$ cat src/rtl/i2c_arb_pkg.sv
// Shared types and constants for the I2C bus arbiter and its round-robin picker.
package i2c_arb_pkg;

  localparam int unsigned ADDR_W            = 7;
  localparam int unsigned DATA_W            = 8;
  localparam int unsigned SETTLE_CYCLES_DEF = 6;

  localparam logic [ADDR_W-1:0] LCD_ADDR = 7'h3c;

  typedef enum logic [1:0] {
    IDLE       = 2'd0,
    WAIT_READY = 2'd1,
    SETTLE     = 2'd2,
    RELEASE    = 2'd3
  } arb_state_t;

endpackage

$ cat src/rtl/rr_picker.sv
// Combinational round-robin picker: first set request strictly after last_idx, wrapping.
module rr_picker #(
  parameter int unsigned NUM_REQ = 2,
  parameter int unsigned IDX_W   = (NUM_REQ > 1) ? $clog2(NUM_REQ) : 1
) (
  input  logic [NUM_REQ-1:0] req,
  input  logic [IDX_W-1:0]   last_idx,
  output logic               found,
  output logic [IDX_W-1:0]   sel_idx
);

  logic             hit_hi;
  logic             hit_lo;
  logic [IDX_W-1:0] idx_hi;
  logic [IDX_W-1:0] idx_lo;

  // Lowest requester above last_idx wins; otherwise wrap to the lowest requester overall.
  always_comb begin
    hit_hi = 1'b0;
    hit_lo = 1'b0;
    idx_hi = '0;
    idx_lo = '0;
    for (int unsigned i = 0; i < NUM_REQ; i++) begin
      if (req[i] && !hit_lo) begin
        hit_lo = 1'b1;
        idx_lo = IDX_W'(i);
      end
      if (req[i] && !hit_hi && (IDX_W'(i) > last_idx)) begin
        hit_hi = 1'b1;
        idx_hi = IDX_W'(i);
      end
    end
    found   = hit_lo;
    sel_idx = hit_hi ? idx_hi : idx_lo;
  end

endmodule

$ cat src/rtl/i2c_bus_arbiter.sv
// Round-robin arbiter sharing one I2C byte engine between NUM_REQ requesters,
// streaming bytes with a fixed post-byte settle delay.
module i2c_bus_arbiter
  import i2c_arb_pkg::*;
#(
  parameter int unsigned NUM_REQ       = 2,
  parameter int unsigned SETTLE_CYCLES = SETTLE_CYCLES_DEF
) (
  input  logic                      clk,
  input  logic                      rst,
  input  logic [NUM_REQ-1:0]        req,
  input  logic [NUM_REQ*ADDR_W-1:0] req_addr,
  input  logic [NUM_REQ-1:0]        req_rw,
  input  logic [NUM_REQ*DATA_W-1:0] req_data,
  input  logic [NUM_REQ-1:0]        req_last,
  output logic [NUM_REQ-1:0]        gnt,
  output logic [NUM_REQ-1:0]        byte_ack,
  output logic [NUM_REQ-1:0]        done,
  output logic                      busy,
  output logic [ADDR_W-1:0]         ctl_addr,
  output logic [DATA_W-1:0]         ctl_data,
  output logic                      ctl_rw,
  output logic                      ctl_enable,
  input  logic                      ctl_ready
);

  localparam int unsigned IDX_W = $clog2(NUM_REQ);
  localparam int unsigned CNT_W = (SETTLE_CYCLES > 1) ? $clog2(SETTLE_CYCLES) : 1;
  localparam logic [CNT_W-1:0] CNT_LAST = CNT_W'(SETTLE_CYCLES - 1);

  arb_state_t state_q, state_d;

  logic [IDX_W-1:0]   sel_q, sel_d;
  logic [IDX_W-1:0]   last_idx_q, last_idx_d;
  logic               last_flag_q, last_flag_d;
  logic [CNT_W-1:0]   cnt_q, cnt_d;
  logic [NUM_REQ-1:0] gnt_q, gnt_d;
  logic [NUM_REQ-1:0] byte_ack_q, byte_ack_d;
  logic [NUM_REQ-1:0] done_q, done_d;
  logic               busy_q, busy_d;
  logic               enable_q, enable_d;
  logic               rw_q, rw_d;
  logic [ADDR_W-1:0]  addr_q, addr_d;
  logic [DATA_W-1:0]  data_q, data_d;

  logic               pick_found;
  logic [IDX_W-1:0]   pick_idx;
  logic [ADDR_W-1:0]  pick_addr;
  logic               pick_rw;
  logic [DATA_W-1:0]  cur_data;
  logic               cur_last;

  rr_picker #(
    .NUM_REQ (NUM_REQ),
    .IDX_W   (IDX_W)
  ) u_picker (
    .req      (req),
    .last_idx (last_idx_q),
    .found    (pick_found),
    .sel_idx  (pick_idx)
  );

  // Per-requester slice muxes: address/dir of the candidate, byte/last of the owner.
  always_comb begin
    pick_addr = '0;
    pick_rw   = 1'b0;
    cur_data  = '0;
    cur_last  = 1'b0;
    for (int unsigned i = 0; i < NUM_REQ; i++) begin
      if (pick_idx == IDX_W'(i)) begin
        pick_addr = req_addr[ADDR_W*i +: ADDR_W];
        pick_rw   = req_rw[i];
      end
      if (sel_q == IDX_W'(i)) begin
        cur_data = req_data[DATA_W*i +: DATA_W];
        cur_last = req_last[i];
      end
    end
  end

  always_ff @(posedge clk) begin
    if (rst) begin
      state_q <= IDLE;
    end else begin
      state_q <= state_d;
    end
  end

  always_comb begin
    state_d = state_q;
    case (state_q)
      IDLE:       if (pick_found) state_d = WAIT_READY;
      WAIT_READY: if (ctl_ready) state_d = SETTLE;
      SETTLE: begin
        if (cnt_q == CNT_LAST) state_d = last_flag_q ? RELEASE : WAIT_READY;
      end
      RELEASE:    if (ctl_ready) state_d = IDLE;
      default:    state_d = IDLE;
    endcase
  end

  // Next values of every registered output and datapath register.
  always_comb begin
    sel_d       = sel_q;
    last_idx_d  = last_idx_q;
    last_flag_d = last_flag_q;
    cnt_d       = cnt_q;
    gnt_d       = gnt_q;
    addr_d      = addr_q;
    rw_d        = rw_q;
    data_d      = data_q;
    byte_ack_d  = '0;
    done_d      = '0;
    case (state_q)
      IDLE: begin
        if (pick_found) begin
          sel_d  = pick_idx;
          gnt_d  = NUM_REQ'(1) << pick_idx;
          addr_d = pick_addr;
          rw_d   = pick_rw;
        end
      end
      WAIT_READY: begin
        if (ctl_ready) begin
          data_d      = cur_data;
          last_flag_d = cur_last;
          byte_ack_d  = NUM_REQ'(1) << sel_q;
          cnt_d       = '0;
        end
      end
      SETTLE: begin
        if (cnt_q != CNT_LAST) cnt_d = cnt_q + CNT_W'(1);
      end
      RELEASE: begin
        if (ctl_ready) begin
          done_d     = NUM_REQ'(1) << sel_q;
          gnt_d      = '0;
          last_idx_d = sel_q;
        end
      end
      default: ;
    endcase
    busy_d   = (state_d != IDLE);
    enable_d = (state_d == WAIT_READY) || (state_d == SETTLE);
  end

  always_ff @(posedge clk) begin
    if (rst) begin
      sel_q       <= '0;
      last_idx_q  <= IDX_W'(NUM_REQ - 1);
      last_flag_q <= 1'b0;
      cnt_q       <= '0;
      gnt_q       <= '0;
      byte_ack_q  <= '0;
      done_q      <= '0;
      busy_q      <= 1'b0;
      enable_q    <= 1'b0;
      rw_q        <= 1'b0;
      addr_q      <= '0;
      data_q      <= '0;
    end else begin
      sel_q       <= sel_d;
      last_idx_q  <= last_idx_d;
      last_flag_q <= last_flag_d;
      cnt_q       <= cnt_d;
      gnt_q       <= gnt_d;
      byte_ack_q  <= byte_ack_d;
      done_q      <= done_d;
      busy_q      <= busy_d;
      enable_q    <= enable_d;
      rw_q        <= rw_d;
      addr_q      <= addr_d;
      data_q      <= data_d;
    end
  end

  assign gnt        = gnt_q;
  assign byte_ack   = byte_ack_q;
  assign done       = done_q;
  assign busy       = busy_q;
  assign ctl_addr   = addr_q;
  assign ctl_data   = data_q;
  assign ctl_rw     = rw_q;
  assign ctl_enable = enable_q;

endmodule

$ cat config.mk
export PLATFORM = sky130hd
export DESIGN_NAME = i2c_bus_arbiter
export DESIGN_NICKNAME = d
export VERILOG_FILES = /design/src/rtl/i2c_arb_pkg.sv /design/src/rtl/rr_picker.sv /design/src/rtl/i2c_bus_arbiter.sv
export SDC_FILE = /design/constraint.sdc
export NUM_CORES = 1
export LEC_CHECK = 0
export CORE_MARGIN = 5
export CORE_UTILIZATION = 41
export CTS_CLUSTER_SIZE = 28
export DETAILED_ROUTE_END_ITERATION = 8
export GPL_ROUTABILITY_DRIVEN = 0
export HOLD_SLACK_MARGIN = 0.08
export PLACE_DENSITY = 0.84
export SLEW_MARGIN = 0
export SYNTH_ARGS = -nofsm -noshare
export SYNTH_HDL_FRONTEND = slang
export SYNTH_SLANG_ARGS = --single-unit
$ cat constraint.sdc
create_clock -name clk -period 1.95 [get_ports clk]
set_input_delay 0.39 -clock clk [delete_from_list [all_inputs] [get_ports clk]]
set_output_delay 0.39 -clock clk [all_outputs]
set_load 0.02 [all_outputs]
==> summary.md, run 1 <==
| Metric | Value |
|---|---|
| Outcome | complete, no violations |
| Tcrit/Tclk final | a little under nine tenths |
| Instance count of the mapped netlist | 154 |
| Critical path required time | approximately 1.6 ns |
| Hold_buf cts | 0 |
| Synthesis Warnings | 0 |
| IO Pins | 63 |
| Placed Area | 2100 um2 |
| Fillers | roughly 310 |
| Core area | 3360 um2 |
| Tot Pwr | about 1.6 mW |
| Sequential-to-total area share from yosys stat | between 40% and 50% |
| DIE WIDTH | 69.1 um |
| H-tree levels | 2 |
| CTS tree | done |
| Pwr dens | 758 nW/um2 |
| Setup total negative slack | 0 ns |
| GRT Resource Usage Total | ~15% |
| DP HPWL | 2680 um |
| Worst slew pin tran | about 0.71 ns |
| DP Worst Slack | ~0.13 ns |
| Clk buf depth | 2 |
| Clock transition at path regs | 0.09 ns |
| Total gr overflow | 0 |
| Max Clk Rate | approximately 0.6 GHz |
| Final Max Tran Viols | 0 |
| GR Layer Usage met3 | approximately 5.5% |
| Clk_skew | 0.00819 ns |
| Hold EP | gnt[1] |
| DR iter-0 viols | between 100 and 150 |
| Grt peak-use layer | met2 |
| Worst EP arrival | around 1.3 ns |
| Initial antenna violation count | 0 |
| Number of synthesized flops with an enable pin | 0 |
| Post-synth top area cell | dfxtp_1 |
| CP max stage delay | 0.62 ns |
| Met1 Usage GRT | around 17% |
| Post-synthesis sequential element count | 32 |
| Setup crit start | gnt[0] |
| DP Cell Count | approximately 260 |
| Worst hold path stage count | 2 |
| Hold Path Class | reg2reg |
| Highest-delay cell along the critical path | clkdlybuf4s50_1 |
| Vias per cell | slightly above 5 |
| Vias in the first global route | 1312 |
| Reg2Reg Launch Point | cnt_q[0] |
| Fin area | around 2200 um2 |
| Final wirelength | around 3500 um |
| Crit path time final | approximately 1.7 ns |
| Fraction of registers with async set/reset | 0% |
| Via Count | ~1300 |
| Max FO, Critical Path | 2 |
| Crit path buf inv count | 1 |
| Final Util | between 60 and 70% |
| Area grow syn2layout | 50.8% |
| Area share of the largest cell type after synthesis | roughly 45% |
| Grt met2 use | between 20% and 30% |
| Pleak | between 0.7 and 0.8 nW |
| Synthesized net count | a little under 200 |
| Largest net degree at the start of global routing | 21 |
| Clock Tree Root | clkbuf_4 |
| Setup bufs post-CTS | 0 |
| Post_cts resized | 0 |
| PortBufs | 62 |
| Peak VDD IR | about 0.00052 V |
| Hold_sp | gnt[1] |
| ANT cells | 0 |
| Cells on worst reg2reg path | 5 |
| Max-Cap Viols | 0 |
| Critical path class | reg2out |
| Pre-Repair DR Iteration Count | 4 |
| Slack of the critical path | about 0.28 ns |
| R2r setup slk | roughly 0.45 ns |
| RSZ-0062 raised after global routing | false |
| Crit path launch type | flop |
| Synth Flop Type | dfxtp_1 |
| DRC viols | 0 |
| Clock latency on the worst-skew pair | around 0.32 ns |
| Critical Path End Type | primary output |
| Synth top area cells | dfxtp_1 (45%), mux2i_1 (7.0%), nand2_1 (5.8%) |
| Row count | 21 |
| CTS sink cnt | 32 |
| Drt wl/cell | between 10 and 15 um |
| First-pass GRT wire length | 6030 um |
| CTS Buf Count | 5 |
| Headroom to the max-slew limit | a little over half |
| Worst R2R End | ctl_enable |
| Critical path cell sequence | clkdlybuf4s50_1 |
| Final setup fails | 0 |
| Mapped cell area | around 1400 um2 |
| Syn_area_per_cell | about 9.3 um2 |
| Final Instance Count excl. Fillers | ~260 |
| Nets@finish | 259 |
| Die H | 69.1 um |
| Die area | approximately 4800 um2 |
| Share of cells above drive strength 1 | slightly above 8% |
| Initial core utilization | 42.6% |
| Final hold viol count | 0 |
| DRT antenna net count | 0 |
| Hold Worst Slack | roughly 0.47 ns |
| Yosys cell types | 42 |
| Delay-heaviest family, CP | buffers and inverters |
cell usage after synthesis, types with 2 or more instances:
master,instances
or3_1,2
dfxtp_1,32
a311oi_1,8
a21oi_1,11
ha_1,3
buf_4,3
buf_2,4
inv_1,3
nand2_1,22
clkbuf_1,2
o21ai_0,2
a211oi_1,9
nor2_1,13
nor2_4,2
mux2i_1,10
and3b_1,2
flip-flops by register name (all words and copies together) (netlist names), 2 cells and up:
signal	count
ctl_data	8
ctl_addr	7
cnt_q	3
byte_ack	2
done	2
gnt	2
state_q	2
cell usage in the layout, fill, tap and decap left out, types with 2 or more instances in the layout:
cell type / instances
clkbuf_8: 2
nor2_4: 2
a311oi_1: 8
dfxtp_1: 32
a21oi_1: 11
nor2_1: 13
a211oi_1: 9
o21ai_0: 2
mux2i_1: 10
ha_1: 3
and3b_1: 2
nand2_1: 22
clkdlybuf4s50_1: 62
or3_1: 2
clkbuf_4: 5
inv_1: 3
buf_4: 4
report_power, final:
part	internal, mW	leakage, nW	switching, mW	total [mW]
combinational	0.251	0.499	0.215	0.466
sequential	0.716	0.263	0.0494	0.765
clock	0.204	0.0374	0.205	0.409
total	1.17	0.799	0.469	1.64
final cells by class:
type                       count  area, um2  share of cell area (%)
multi-input combinational    108        717                    33.2
timing repair buffer          67        671                    31.0
sequential                    32        641                    29.6
clock buffer                   7       65.1                    3.01
tap                           46       57.6                    2.66
inverter                       3       11.3                   0.521
cells by family (layout without fill, tap and decap cells):
logic type / Yosys count / after routing / synth area share [%]
buf+inv: 14 / 77 / 5.32
mux: 10 / 10 / 6.98
xor+xnor: 1 / 1 / 0.611
simple gates: 52 / 52 / 18.4
compound gates: 42 / 42 / 21.4
fa+ha+maj: 3 / 3 / 2.62
flops: 32 / 32 / 44.7
metal layers:
layer,routed length (um),vias to the layer above
li1,-,685
met2,1780,29
met5,0,-
met3,207,5
met4,48,0
met1,1480,621
how the worst max path moves through the flow:
stage / to / slack [ns] / cells past startpoint
5_1_grt: ctl_data[4] / 0.19 / 1
3_5_place_dp: ctl_enable / 0.13 / 5
6_report: gnt[0] / 0.28 / 1
4_1_cts: ctl_data[4] / 0.25 / 1
2_1_floorplan: ctl_enable / 0.46 / 6
3_3_place_gp: ctl_enable / 0.16 / 5
Note: power is estimated with default switching activity, not from simulation.
==> run 2, diff against run 1 <==
--- a/config.mk
+++ b/config.mk
@@ -5,13 +5,16 @@
 export SDC_FILE = /design/constraint.sdc
 export NUM_CORES = 1
 export LEC_CHECK = 0
+export CELL_PAD_IN_SITES_DETAIL_PLACEMENT = 2
+export CELL_PAD_IN_SITES_GLOBAL_PLACEMENT = 2
 export CORE_MARGIN = 5
-export CORE_UTILIZATION = 41
+export CORE_UTILIZATION = 23
 export CTS_CLUSTER_SIZE = 28
 export DETAILED_ROUTE_END_ITERATION = 8
 export GPL_ROUTABILITY_DRIVEN = 0
 export HOLD_SLACK_MARGIN = 0.08
-export PLACE_DENSITY = 0.84
+export MAX_ROUTING_LAYER = met4
+export PLACE_DENSITY = 0.83
 export SLEW_MARGIN = 0
 export SYNTH_ARGS = -nofsm -noshare
 export SYNTH_HDL_FRONTEND = slang
==> run 2 against run 1 <==
Non-clock buffer count is the same. Hold slack worse by 0.014 ns. Clock skew is 0.0018 ns lower. Die area is 66% higher. Worst setup slack gained 0.039 ns. Critical path depth unchanged. Sequential cell count unchanged. First-iteration DRC count down 40%. Global-route usage down 2.1 points. Core utilization decreased by 27 points.
==> summary.md, run 2 (synthesis gave the netlist of run 1 again) <==
| Metric | Value |
|---|---|
| Headroom to the max-slew limit | 49.0% |
| Hold Worst Slack | 0.458 ns |
| Row count | 28 |
| Max FO, Critical Path | 2 |
| Setup bufs post-CTS | 0 |
| Clock latency on the worst-skew pair | between 0.2 and 0.3 ns |
| Via Count | about 1400 |
| Final setup fails | 0 |
| Pwr dens | between 800 and 900 nW/um2 |
| Commonest cells after routing, fill and taps aside | clkdlybuf4s50_1 (62), dfxtp_1 (32), nand2_1 (22), nor2_1 (13), a21oi_1 (11) |
| Clk buf depth | 2 |
| Peak VDD IR | about 0.00030 V |
| Die area | 7910 um2 |
| Vias in the first global route | between 1500 and 2000 |
| Initial antenna violation count | 0 |
| Worst EP arrival | between 1 and 1.5 ns |
| Critical path class | reg2out |
| DP HPWL | between 3000 and 4000 um |
| CTS sink cnt | 32 |
| Crit path buf inv count | 1 |
| Clock Tree Root | clkbuf_8 |
| ANT cells | 0 |
| Hold Path Class | reg2reg |
| Worst slew pin tran | 0.764 ns |
| Area grow syn2layout | 55.5% |
| Commonest non-fill, non-tap cell in the layout | clkdlybuf4s50_1 |
| Delay-heaviest family, CP | buffers and inverters |
| Clk_skew | 0.00635 ns |
| Post_cts resized | 0 |
| CTS tree | done |
| GRT Resource Usage Total | between 10% and 20% |
| Critical path cell sequence | clkdlybuf4s50_1 |
| CP max stage delay | roughly 0.62 ns |
| Core area | approximately 6000 um2 |
| CTS Buf Count | 5 |
| Share of cells above drive strength 1 | under 10% |
| Tot Pwr | 1.79 mW |
| Final wirelength | 4660 um |
| Clock transition at path regs | roughly 0.06 ns |
| Initial core utilization | 23.9% |
| Final Util | 37.2% |
| Highest-delay cell along the critical path | clkdlybuf4s50_1 |
| Number of flip-flops under the largest register name | 8 |
| Critical Path End Type | primary output |
| RSZ-0062 raised after global routing | false |
| Max Clk Rate | a little over 0.6 GHz |
| Final hold viol count | 0 |
| Max-Cap Viols | 0 |
| Total gr overflow | 0 |
| DRT antenna net count | 0 |
| Nets@finish | roughly 260 |
| IO Pins | 63 |
| DR iter-0 viols | 61 |
| DRC viols | 0 |
| Final Max Tran Viols | 0 |
| H-tree levels | 2 |
| Setup total negative slack | 0 ns |
| Vias per cell | roughly 4.8 |
| Drt wl/cell | 16.0 um |
| Pleak | a little over 0.8 nW |
| Die H | 89.0 um |
| First-pass GRT wire length | 7670 um |
| Hold_buf cts | 0 |
| Outcome | complete, no violations |
| Critical path required time | 1.56 ns |
| DIE WIDTH | a little under 90 um |
| Pre-Repair DR Iteration Count | 4 |
| PortBufs | 62 |
| Tcrit/Tclk final | between 80% and 90% |
| Largest net degree at the start of global routing | 21 |
| Crit path time final | between 1.5 and 2 ns |
| Crit path launch type | flop |
[run 2: layout make-up]
class                      instances  area (um2)
fill                             664        3760
multi-input combinational        108         717
timing repair buffer              67         671
sequential                        32         641
clock buffer                       7        96.3
tap                               75        93.8
inverter                           3        11.3
[run 2: where the power goes]
| part | switching [mW] | total [mW] | internal, mW |
|---|---|---|---|
| Sequential | 0.0548 | 0.772 | 0.717 |
| Clock | 0.228 | 0.542 | 0.314 |
| Combinational | 0.230 | 0.481 | 0.251 |
[run 2: path summary, 6_finish.rpt]
path	slack (ns)	cells past startpoint	from	end
max	0.32	1	gnt[0]	gnt[0]
max reg2reg	0.39	5	state_q[1]	ctl_enable
min reg2reg	0.46	2	gnt[1]	gnt[1]
min	0.46	2	gnt[1]	gnt[1]
[run 2: worst min-delay path, stage by stage (launching register included)]
cell and delay, ns:
dfxtp_1 0.31, nand2_1 0.05, o22ai_1 0.05
[run 2: through the flow]
stage,setup slack [ns],cell area [um2],std cells
after floorplan,0.457,1430,154
after global routing,0.229,2230,292
after global placement,0.151,2130,285
after detailed placement,0.101,2130,285
final,0.315,2230,292
after CTS,0.286,2230,292
[run 2: metal layers]
layer / track usage [%] / wire length (um) / vias up
li1: - / - / 679
met1: 15.4 / 1980 / 677
met3: 4.52 / 218 / 2
met4: 3.25 / 16 / 0
met5: - / 0 / -
met2: 22.3 / 2450 / 37
==> run 3, diff against run 2 <==
==> constraint.sdc (replaced) <==
create_clock -name clk -period 1.6 [get_ports clk]
set_input_delay 0.32 -clock clk [delete_from_list [all_inputs] [get_ports clk]]
set_output_delay 0.32 -clock clk [all_outputs]
set_load 0.02 [all_outputs]
==> run 3 against run 2 <==
Via count rose by 1.6%. Clock power rose by 9.0%. Clock-buffer cell count fell by 1. Critical path depth did not move. Final area rose by 3.6%. Die area did not move. First-iteration DRC count fell by 51%. Hold slack improved by 0.0097 ns. Wire length rose by 3.7%. Clock skew barely moved. Critical path type unchanged.
==> summary.md, run 3 (synthesis gave the netlist of run 1 again) <==
| Metric | Value |
|---|---|
| Peak VDD IR | between 0.0003 and 0.0004 V |
| Final hold viol count | 0 |
| Pre-Repair DR Iteration Count | 4 |
| Crit path time final | about 1.6 ns |
| PortBufs | between 60 and 70 |
| Number of flip-flops under the largest register name | 8 |
| Highest-delay cell along the critical path | clkdlybuf4s50_1 |
| GRT Resource Usage Total | roughly 13% |
| Crit path launch type | flop |
| Crit path buf inv count | 1 |
| Commonest non-fill, non-tap cell in the layout | clkdlybuf4s50_1 |
| First-pass GRT wire length | 7840 um |
| Headroom to the max-slew limit | between 70% and 80% |
| R2r setup slk | ~0.12 ns |
| Worst slew pin tran | 0.415 ns |
| CTS sink cnt | 32 |
| Max FO, Critical Path | 2 |
| CTS tree | done |
| Critical path class | reg2out |
| Slack of the critical path | ~0.046 ns |
| Setup bufs post-CTS | 0 |
| DRT antenna net count | 0 |
| DIE WIDTH | 89.0 um |
| Core area | between 5000 and 6000 um2 |
| Final setup fails | 0 |
| Share of cells above drive strength 1 | between 10% and 20% |
| Outcome | complete, no violations |
| Vias per cell | ~4.7 |
| Worst EP arrival | 1.23 ns |
| Area grow syn2layout | 61.2% |
| Die H | ~89 um |
| Final Max Tran Viols | 0 |
| Initial core utilization | about a quarter |
| CTS Buf Count | 5 |
| Via Count | approximately 1400 |
| Hold Path Class | reg2reg |
| Critical path cell sequence | clkdlybuf4s50_1 |
| RSZ-0062 raised after global routing | false |
| Drt wl/cell | between 15 and 20 um |
| Clock Tree Root | clkbuf_8 |
| IO Pins | between 60 and 70 |
| ANT cells | 0 |
| Vias in the first global route | about 1600 |
| DRC viols | 0 |
| H-tree levels | 2 |
| Max-Cap Viols | 0 |
| Delay-heaviest family, CP | buffers and inverters |
| Tcrit/Tclk final | 97.1% |
| DR iter-0 viols | 30 |
| Final wirelength | 4840 um |
| Nets@finish | 267 |
| Clock latency on the worst-skew pair | about 0.28 ns |
| CP max stage delay | ~0.62 ns |
| Critical Path End Type | primary output |
| Commonest cells after routing, fill and taps aside | clkdlybuf4s50_1 (50), dfxtp_1 (31), nand2_1 (22), nor2_1 (13), buf_4 (12) |
| Pleak | slightly above 1 nW |
| Critical path required time | between 1 and 1.5 ns |
| Clock transition at path regs | about 0.070 ns |
| Pwr dens | between 900 and 1000 nW/um2 |
| Clk_skew | 0.00669 ns |
| Total gr overflow | 0 |
| Max Clk Rate | between 0.6 and 0.7 GHz |
| Final Instance Count excl. Fillers | 300 |
| Clk buf depth | 2 |
| DP Cell Count | 293 |
| Row count | 28 |
| Largest net degree at the start of global routing | 21 |
| Initial antenna violation count | 0 |
| Die area | between 7000 and 8000 um2 |
| DP HPWL | 3670 um |
| DP Worst Slack | -0.171 ns |
==> run 3: path summary, 6_finish.rpt <==
path	start	end	cells after the start
setup / recovery	ctl_data[3]	ctl_data[3]	1
hold / removal	gnt[1]	gnt[1]	2
setup reg to reg	state_q[1]	ctl_enable	5
hold reg to reg	gnt[1]	gnt[1]	2
==> run 3: cell type report <==
| class | instances | area, um2 |
|---|---|---|
| Fill cell | 668 | 3680 |
| Timing Repair Buffer | 75 | 757 |
| Multi-Input combinational cell | 108 | 729 |
| Sequential cell | 32 | 642 |
| Tap cell | 75 | 93.8 |
| Clock buffer | 6 | 72.6 |
| Inverter | 3 | 11.3 |
| Clock inverter | 1 | 5.00 |
==> run 3: what timing repair did <==
action	in CTS	in global routing
setup endpoints to repair	1	12
hold buffers	0	0
resized for setup	1	15
==> run 3: stage by stage <==
step                      instance area, um2  util [%]  hold slack, ns  TNS, ns  total power, mW
after CTS                               2270      37.9           0.473        0             2.17
after detailed placement                2190      36.6           0.466    -1.27             1.57
after global placement                  2190      36.6           0.449   -0.296             1.55
final                                   2310      38.6           0.468        0             2.13
after global routing                    2310      38.6           0.490        0             2.26
after floorplan                         1430         -           0.461        0             1.25
==> run 3: layer usage <==
metal / part of all wire (%) / vias up / global-route usage (%)
met1: 41 / 679 / 15.3
met5: 0 / - / -
li1: - / 695 / -
met2: 52 / 37 / 23.0
met3: 4.5 / 7 / 3.50
met4: 1.6 / 0 / 3.92
==> run 3: power breakdown <==
group / total [mW] / internal [mW] / switching (mW)
sequential: 0.930 / 0.874 / 0.0557
clock: 0.591 / 0.296 / 0.296
combinational: 0.613 / 0.316 / 0.297
total: 2.13 / 1.49 / 0.648
